**src/rtl/cs_quant_ctrl.sv**
```systemverilog
// Adaptive bit_shift sequencer: scans a packet for its peak, fits it into TARGET_BITS and quantizes; accept-to-out_valid REG_BANK_DEPTH+2 cycles.
// One packet in flight; output held until out_ready. Optional CS_QUANT_SHIFT_OVERRIDE_EN adds a cfg_shift bypass of the scan.
`ifndef DATA_WIDTH
`define DATA_WIDTH 16
`endif
`ifndef REG_BANK_DEPTH
`define REG_BANK_DEPTH 4
`endif
`ifndef BIT_SHIFT_WIDTH
`define BIT_SHIFT_WIDTH 4
`endif
`ifndef PACKET_LEN
`define PACKET_LEN (`DATA_WIDTH*`REG_BANK_DEPTH)
`endif

module cs_quantization #(
  parameter int DW    = `DATA_WIDTH,
  parameter int DEPTH = `REG_BANK_DEPTH,
  parameter int SW    = `BIT_SHIFT_WIDTH
) (
  input  logic [DW*DEPTH-1:0] y_p,
  input  logic [SW-1:0]       bit_shift,
  output logic [DW*DEPTH-1:0] bit_stream
);
  always_comb begin
    bit_stream = '0;
    for (int i = 0; i < DEPTH; i++) bit_stream[i*DW +: DW] = y_p[i*DW +: DW] >> bit_shift;
  end
endmodule

module cs_quant_ctrl #(
  parameter int TARGET_BITS = 8,
  parameter int MAX_SHIFT   = 2**`BIT_SHIFT_WIDTH-1,
  parameter int CNT_WIDTH   = 16
) (
  input  logic                        clk,
  input  logic                        rst_n,
  input  logic                        in_valid,
  output logic                        in_ready,
  input  logic [`PACKET_LEN-1:0]      in_data,
  input  logic                        in_last,
  output logic                        out_valid,
  input  logic                        out_ready,
  output logic [`PACKET_LEN-1:0]      out_data,
  output logic [`BIT_SHIFT_WIDTH-1:0] out_shift,
  output logic                        out_last,
  output logic [CNT_WIDTH-1:0]        pkt_count,
  output logic                        shift_sat,
`ifdef CS_QUANT_SHIFT_OVERRIDE_EN
  input  logic                        cfg_override,
  input  logic [`BIT_SHIFT_WIDTH-1:0] cfg_shift,
`endif
  input  logic                        sat_clear
);
  localparam int DW    = `DATA_WIDTH;
  localparam int DEPTH = `REG_BANK_DEPTH;
  localparam int SW    = `BIT_SHIFT_WIDTH;
  localparam int PL    = `PACKET_LEN;
  localparam int IDXW  = (DEPTH > 1) ? $clog2(DEPTH) : 1;

  typedef enum logic [2:0] {S_IDLE, S_SCAN, S_CALC, S_QUANT, S_OUT} state_t;

  state_t               r_state;
  logic                 r_in_ready;
  logic [PL-1:0]        r_pkt;
  logic                 r_last;
  logic [IDXW-1:0]      r_idx;
  logic [DW-1:0]        r_max;
  logic [SW-1:0]        r_shift;
  logic                 r_out_valid;
  logic [PL-1:0]        r_out_data;
  logic [SW-1:0]        r_out_shift;
  logic                 r_out_last;
  logic [CNT_WIDTH-1:0] r_pkt_count;
  logic                 r_shift_sat;

  logic [DW-1:0]        w_elem;
  logic [PL-1:0]        w_bit_stream;
  int                   w_len;
  int                   w_need;
  logic                 w_calc_sat;
  logic [SW-1:0]        w_calc_shift;

  assign w_elem = r_pkt[r_idx*DW +: DW];

  // w_len is the bit length of the peak (0 for an all-zero packet).
  always_comb begin
    w_len = 0;
    for (int b = 0; b < DW; b++) if (r_max[b]) w_len = b + 1;
    w_need       = (w_len > TARGET_BITS) ? w_len - TARGET_BITS : 0;
    w_calc_sat   = (w_need > MAX_SHIFT);
    w_calc_shift = w_calc_sat ? SW'(MAX_SHIFT) : SW'(w_need);
  end

  cs_quantization #(.DW(DW), .DEPTH(DEPTH), .SW(SW)) u_quant (
    .y_p        (r_pkt),
    .bit_shift  (r_shift),
    .bit_stream (w_bit_stream)
  );

  always_ff @(posedge clk or negedge rst_n) begin
    if (!rst_n) begin
      r_state     <= S_IDLE;
      r_in_ready  <= 1'b0;
      r_pkt       <= '0;
      r_last      <= 1'b0;
      r_idx       <= '0;
      r_max       <= '0;
      r_shift     <= '0;
      r_out_valid <= 1'b0;
      r_out_data  <= '0;
      r_out_shift <= '0;
      r_out_last  <= 1'b0;
      r_pkt_count <= '0;
      r_shift_sat <= 1'b0;
    end else begin
      case (r_state)
        S_IDLE: begin
          r_in_ready <= 1'b1;
          if (in_valid && r_in_ready) begin
            r_in_ready <= 1'b0;
            r_pkt      <= in_data;
            r_last     <= in_last;
            r_idx      <= '0;
            r_max      <= '0;
`ifdef CS_QUANT_SHIFT_OVERRIDE_EN
            if (cfg_override) begin
              r_shift <= cfg_shift;
              r_state <= S_QUANT;
            end else begin
              r_state <= S_SCAN;
            end
`else
            r_state <= S_SCAN;
`endif
          end
        end
        S_SCAN: begin
          if (w_elem > r_max) r_max <= w_elem;
          r_idx <= r_idx + 1'b1;
          if (r_idx == IDXW'(DEPTH-1)) r_state <= S_CALC;
        end
        S_CALC: begin
          r_shift <= w_calc_shift;
          if (w_calc_sat) r_shift_sat <= 1'b1;
          r_state <= S_QUANT;
        end
        S_QUANT: begin
          r_out_data  <= w_bit_stream;
          r_out_shift <= r_shift;
          r_out_last  <= r_last;
          r_out_valid <= 1'b1;
          r_state     <= S_OUT;
        end
        S_OUT: begin
          if (out_ready) begin
            r_out_valid <= 1'b0;
            r_pkt_count <= r_pkt_count + 1'b1;
            r_in_ready  <= 1'b1;
            r_state     <= S_IDLE;
          end
        end
        default: r_state <= S_IDLE;
      endcase
      // Clear takes priority over a set in the same cycle.
      if (sat_clear) r_shift_sat <= 1'b0;
    end
  end

  assign in_ready  = r_in_ready;
  assign out_valid = r_out_valid;
  assign out_data  = r_out_data;
  assign out_shift = r_out_shift;
  assign out_last  = r_out_last;
  assign pkt_count = r_pkt_count;
  assign shift_sat = r_shift_sat;
endmodule

```
**config.mk**
```make
export PLATFORM = sky130hd
export DESIGN_NAME = cs_quant_ctrl
export DESIGN_NICKNAME = d
export VERILOG_FILES = /design/src/rtl/cs_quant_ctrl.sv
export SDC_FILE = /design/constraint.sdc
export NUM_CORES = 1
export LEC_CHECK = 0
export CAP_MARGIN = 25
export CELL_PAD_IN_SITES_DETAIL_PLACEMENT = 2
export CELL_PAD_IN_SITES_GLOBAL_PLACEMENT = 2
export CORE_MARGIN = 2
export CORE_UTILIZATION = 40
export CTS_BUF_LIST = sky130_fd_sc_hd__clkbuf_4 sky130_fd_sc_hd__clkbuf_8
export DETAILED_ROUTE_END_ITERATION = 8
export HOLD_SLACK_MARGIN = 0.1
export PLACE_DENSITY = 0.91
export SYNTH_ARGS = -nofsm -noshare
export SYNTH_HDL_FRONTEND = slang
export SYNTH_SLANG_ARGS = --single-unit
```
**constraint.sdc**
```tcl
create_clock -name clk -period 8.9 [get_ports clk]
set_input_delay 0.89 -clock clk [delete_from_list [all_inputs] [get_ports clk]]
set_output_delay 0.89 -clock clk [all_outputs]
set_load 0.02 [all_outputs]
```
# --- Word-level counts from Yosys, hierarchy flattened ---
# Index checks and enable logic that the tools add are counted.
word_totals:
  ff_bits: 178
  latch_bits: 0
  mem_bits_rw: 0
  mem_bits_ro: 0
  in_bits: 70
  output_inout_bits: 88
  elab_cells: 83
  mem_count: 0
classes:
  n_addsub: 3
  mul: 0
  div: 0
  order_cmp: 3
  eq_ne: 9
  n_shift: 5
  n_mux: 35
  bitwise_logic: 0
  reduce_logical: 15
op_table:
  columns: ["op", "n"]
  rows:
  - ["$mux W32", 15]
  - ["$gt A32 B5 Y1 const B", 2]
  - ["$shiftx A64 B7 Y16", 1]
  - ["$shr A16 B4 Y16", 4]
  - ["$mux W16", 2]
  - ["$pmux W16 S2", 1]
  - ["$sub A32 B5 Y32 const B", 1]
  - ["$add A16 B1 Y16 const B", 1]
  - ["$gt A16 B16 Y1", 1]
  - ["$pmux W3 S5", 1]
  - ["$reduce_and A2 Y1", 6]
  - ["$reduce_bool A2 Y1", 5]
  - ["$mux W3", 3]
  - ["$ne A2 B2 Y1 const B", 4]
  - ["$mux W1", 7]
  - ["$eq A3 B2 Y1 const B", 2]
  - ["$reduce_and A3 Y1", 2]
  - ["$mux W2", 2]
  - ["$mux W4", 1]
  - ["$pmux W1 S2", 2]
  - ["$pmux W2 S2", 1]
  - ["$eq A3 B1 Y1 const B", 1]
  - ["$eq A3 B3 Y1 const B", 1]
  - ["$logic_not A3 Y1", 1]
  - ["3 further kinds", 3]

# --- Longest topological paths before layout ---
depth:
  word_depth: 22
  depth_mapped: 11
  mapped_depth_nobuf: 9

# --- By module ---
# Synthesis repeated with hierarchy kept, for this count alone.
hier_totals:
  hier_cells: 998
  area_unflattened_um2: 10618.9
by_module_without_submodules:
  columns: ["module", "n_inst", "cells_each", "area_each_um2", "seq_area_each_um2"]
  rows:
  - ["cs_quant_ctrl", 1, 654, 7641.1, 4454.3]
  - ["cs_quantization", 1, 344, 2977.9, 0.0]

# --- Worst setup path after synthesis ---
# Ideal clock, no wire load.
synth_path:
  path_type: "register -> register"
  start: "register r_idx[0]"
  end: "register r_max[10]"
  setup_ps: 101
  arrival_time_ps: 2898
  t_required_ps: 8799
  setup_slack_ps: 5901
  stages_incl_launch_ff: 12
  n_path_buf: 4
  period_less_slack_ps: 2999
  cell_sequence: "dfrtp_1 -> buf_2 -> buf_2 -> mux4_2 -> ha_1 -> nand2_1 -> nor4_4 -> o211ai_1 -> and2_1 -> clkbuf_2 -> buf_4 -> o32ai_1"
synth_via:
  elab_chain_len: 4
  word_cells_on_any_way: 6
  cone_classes: "1 x order compare; 1 x eq/ne; 1 x shift; 2 x mux; 1 x reduce/logical"
synth_lines:
  columns: ["element", "line", "text"]
  rows:
  - ["start: declaration", "67", "logic [IDXW-1:0] r_idx;"]
  - ["start signal: assignment", "140", "r_idx <= r_idx + 1'b1;"]
  - ["$shiftx A64 B7 Y16 (*)", "84", "assign w_elem = r_pkt[r_idx*DW +: DW];"]
  - ["$gt A16 B16 Y1", "139", "if (w_elem > r_max) r_max <= w_elem;"]
  - ["$ne A2 B2 Y1 (no source line)", null, null]
  - ["$reduce_and A3 Y1 (no source line)", null, null]
  - ["end signal: assignment", "139", null]
  - ["end: declaration", "68", "logic [DW-1:0] r_max;"]
# Mark *: on every way between the ends. The rest lies on a longest branch, timed or not. The select of a mux whose other input is x is not followed.
# A chain may end at the register's enable or synchronous reset.

# --- Final worst setup path ---
layout_path:
  start: "register r_idx[1]"
  end: "register r_max[6]"
# The elaborated chain is that of the path after synthesis.

==> run summary <==
Relative to the synthesized area, the layout overhead comes to 22.7%. After floorplanning, the core was sized to cover 24200 sq um. The initial antenna violation count is 1. The max-cap violation count came out at 0. The count of pins on the block boundary came out at 158. The sum of routed wire length over all layers is 36600 um. The worst clock skew came out at 0.0232 ns. Leaving out fill and tap cells, the most frequent cell in the layout is sky130_fd_sc_hd__dfrtp_1. After the first detailed-routing iteration, the DRC count stood at 543. The synthesized cell area came out at 9780 sq um. The wire length per cell is 28.1 um. The run finished with clean final reports.

The actual transition at the worst max-transition pin came out at 1.03 ns. The first global-routing pass estimated 56200 um of wire. The initial utilization of the core area, before any placement, comes to 0.404.

The total overflow reported by the global router came out at 0. The total of warnings raised by yosys is 0. In this run the static leakage power is 5.01 nW. The worst hold-check path type is input port to async pin. The quantity of I/O buffers inserted on ports is 157.

The total number of clock tree sinks came out at 178. The clock period minus worst slack is 3.72 ns. The longest clock path from root to sink contains 2 buffers.

In the synthesized netlist the dominant register cell turns out to be sky130_fd_sc_hd__dfrtp_1. The final clock period utilization by the worst path is 0.418. After routing the design area is 12000 sq um.

The clock buffer count from CTS came out at 17. The required arrival time at the worst endpoint is 9.23 ns. The count of flip-flops with a built-in enable after synthesis came out at 0. For this design the ratio of total power to cell area is 453 nW/um^2. The floorplan die area came out at 25700 sq um.

The number of gates resized after CTS was 0. The endpoint kind of the worst setup timing path is a flop. The final-report hold violation count came out at 0. The synthesized netlist cell count came out at 839.

The later-pin clock latency in the skew report came out at 0.50 ns. In the routed design, unresolved DRC markers number 0. Across the VDD grid, the largest voltage drop is 0.183 mV. Final hold analysis gives a worst-case slack of 0.488 ns. In the final timing run, aggregate negative setup slack is 0 ns. The CTS H-tree depth is 4. Setup violations remaining at the end of the flow were counted as 0. The floorplan die height is 160 um. The worst setup path is launched from a flop.

The power consumption is 0.00543 W. The highest clock frequency the design can meet is 269 MHz. The share of flip-flops with an asynchronous set or reset after synthesis came out at 1.00. Setup repair after global routing left no endpoint under its margin. The weighted congestion reported at the end of routability-driven placement is 0.927. The number of nets still failing antenna checks after routing came out at 0.

The number of storage elements in the synthesis netlist came out at 178. The x dimension of the die came out at 160 um. The arrival time of data at the critical path endpoint is 4.05 ns. A synthesized cell averages 11.7 sq um. The count of pins over their slew limit came to 0. The cell area after placement came out at 11500 sq um. Along the worst path, the maximum fanout reaches 19. The setup path with the least slack is of type flop to flop. Summed over all nets, the half-perimeter wirelength after detailed placement is 26100 um. For this run, the total global-route usage over all layers was measured as 0.290. In the layout the commonest cells are sky130_fd_sc_hd__dfrtp_1, sky130_fd_sc_hd__clkdlybuf4s50_1, sky130_fd_sc_hd__nand2_1. Entering global routing, the biggest net connects 102 pins.

The number of buffers inserted for hold repair after clock tree synthesis is 0. Clock-pin slew was measured on the worst setup and hold paths at 0.12 ns. The number of antenna diodes is 0. In this run the tightest slew margin relative to its limit is 0.312.

The share of cells above drive strength 1 is 0.183. The synthesized netlist net count came out at 927. The post-CTS setup repair buffer count came out at 0. The number of global-route vias before repair came out at 9027.

The count of cell types in the netlist came out at 53. The vias after detailed routing is 8063. The clock root buffer is sky130_fd_sc_hd__clkbuf_8. The fraction of the yosys area taken by sequential cells is 0.456. Counting the fill cells in the layout gives 2365. The number of rows in the core area came out at 57. The TritonCTS clock tree is done. The number of vias per cell after detailed routing came out at 6.19. The net count reported at finish came out at 1054. The first-pass iteration count of the detailed router is 5.
-- worst max-delay path, cell delays in order, from the launching register on --
cell	delay, ns
sky130_fd_sc_hd__dfrtp_1	0.94
sky130_fd_sc_hd__mux2_2	0.42
sky130_fd_sc_hd__o21ai_0	0.40
sky130_fd_sc_hd__ha_1	0.33
sky130_fd_sc_hd__nand4_1	0.07
sky130_fd_sc_hd__nor2_1	0.07
sky130_fd_sc_hd__a31oi_4	0.53
sky130_fd_sc_hd__a21boi_4	0.59
sky130_fd_sc_hd__o32ai_1	0.18
-- flip-flops by register name (all words and copies together) (netlist names) --
register / cells
out_data: 64
r_pkt: 64
pkt_count: 16
r_max: 16
out_shift: 4
r_shift: 4
r_state: 3
r_idx: 2
in_ready: 1
out_last: 1
out_valid: 1
r_last: 1
shift_sat: 1
-- area by class of cell --
cell class	count	area (sq um)	area share
Tap cell	324	405	0.0338
Clock buffer	17	234	0.0195
Sequential cell	178	4460	0.372
Timing Repair Buffer	169	1700	0.142
Inverter	24	90.1	0.00751
Multi-Input combinational cell	576	4940	0.412
Clock inverter	15	163	0.0136
-- per-layer routing --
layer | track usage | routed length, um
met4 | 0.147 | 1880
met5 | 0 | 16
met1 | 0.354 | 14300
met3 | 0.0671 | 2490
met2 | 0.483 | 17900
-- final timing paths --
check / startpoint / to / slack (ns) / depth (start not counted)
min: rst_n / out_data[17] / 0.49 / 1
min in group clk: out_shift[3] / out_shift[3] / 0.49 / 2
max: r_idx[1] / r_max[6] / 5.18 / 8
min reg2reg: out_shift[3] / out_shift[3] / 0.49 / 2
max in group asynchronous: rst_n / r_pkt[33] / 7.15 / 3
max reg2reg: r_idx[1] / r_max[6] / 5.18 / 8
-- cell usage after synthesis (2+ instances only) --
master | count | area share
sky130_fd_sc_hd__mux2_2 | 79 | 0.091
sky130_fd_sc_hd__or2_2 | 2 | 0.0013
sky130_fd_sc_hd__o21ai_0 | 50 | 0.026
sky130_fd_sc_hd__mux4_2 | 43 | 0.099
sky130_fd_sc_hd__o211ai_1 | 5 | 0.0038
sky130_fd_sc_hd__xor2_1 | 5 | 0.0045
sky130_fd_sc_hd__buf_2 | 28 | 0.014
sky130_fd_sc_hd__mux2i_1 | 75 | 0.077
sky130_fd_sc_hd__ha_1 | 18 | 0.023
sky130_fd_sc_hd__o32ai_1 | 16 | 0.014
sky130_fd_sc_hd__a21oi_1 | 29 | 0.015
sky130_fd_sc_hd__nand3_1 | 9 | 0.0046
sky130_fd_sc_hd__nor2b_1 | 6 | 0.0038
sky130_fd_sc_hd__o311ai_0 | 2 | 0.0018
sky130_fd_sc_hd__a211oi_1 | 5 | 0.0038
sky130_fd_sc_hd__and3_1 | 3 | 0.0019
sky130_fd_sc_hd__buf_1 | 3 | 0.0012
sky130_fd_sc_hd__xnor2_1 | 10 | 0.0090
sky130_fd_sc_hd__and2_1 | 2 | 0.0013
sky130_fd_sc_hd__clkbuf_1 | 21 | 0.0081
sky130_fd_sc_hd__dfrtp_1 | 178 | 0.46
sky130_fd_sc_hd__o221ai_1 | 16 | 0.014
sky130_fd_sc_hd__nand2_1 | 97 | 0.037
sky130_fd_sc_hd__nand3b_1 | 2 | 0.0015
sky130_fd_sc_hd__a22oi_1 | 5 | 0.0038
sky130_fd_sc_hd__nand4_1 | 4 | 0.0026
sky130_fd_sc_hd__a32o_1 | 4 | 0.0041
sky130_fd_sc_hd__nor2_1 | 37 | 0.014
sky130_fd_sc_hd__o31ai_1 | 2 | 0.0015
sky130_fd_sc_hd__inv_1 | 23 | 0.0088
sky130_fd_sc_hd__a22o_1 | 13 | 0.012
sky130_fd_sc_hd__nor4_1 | 2 | 0.0013
sky130_fd_sc_hd__buf_4 | 7 | 0.0054
sky130_fd_sc_hd__nand2b_1 | 9 | 0.0058
sky130_fd_sc_hd__o22a_1 | 4 | 0.0036
sky130_fd_sc_hd__o31a_1 | 6 | 0.0054
sky130_fd_sc_hd__nor3_1 | 3 | 0.0015
-- stage by stage --
step,setup slack (ns),util,instances
after floorplan,5.90,-,839
after global placement,5.34,0.478,1269
after detailed placement,4.99,0.478,1269
after CTS,4.93,0.494,1301
after global routing,5.06,0.496,1303
final,5.18,0.496,1303
-- kinds of logic after synthesis --
family	Yosys count	synth area share
flip-flops	178	0.456
buffers and inverters	85	0.0398
AND/OR/NAND/NOR	181	0.0829
XOR/XNOR	15	0.0134
AO/OA/AOI/OAI	165	0.118
multiplexers	197	0.267
adder cells (fa/ha/maj)	18	0.0230
-- where the power goes --
group / switching, W / total [W] / leakage [nW] / internal [W]
clock: 0.000364 / 0.000577 / 0.197 / 0.000213
sequential: 0.000565 / 0.00172 / 2.23 / 0.00116
combinational: 0.00176 / 0.00313 / 2.59 / 0.00138
total: 0.00269 / 0.00543 / 5.01 / 0.00274
No activity file was read; power rests on OpenSTA's default activity.
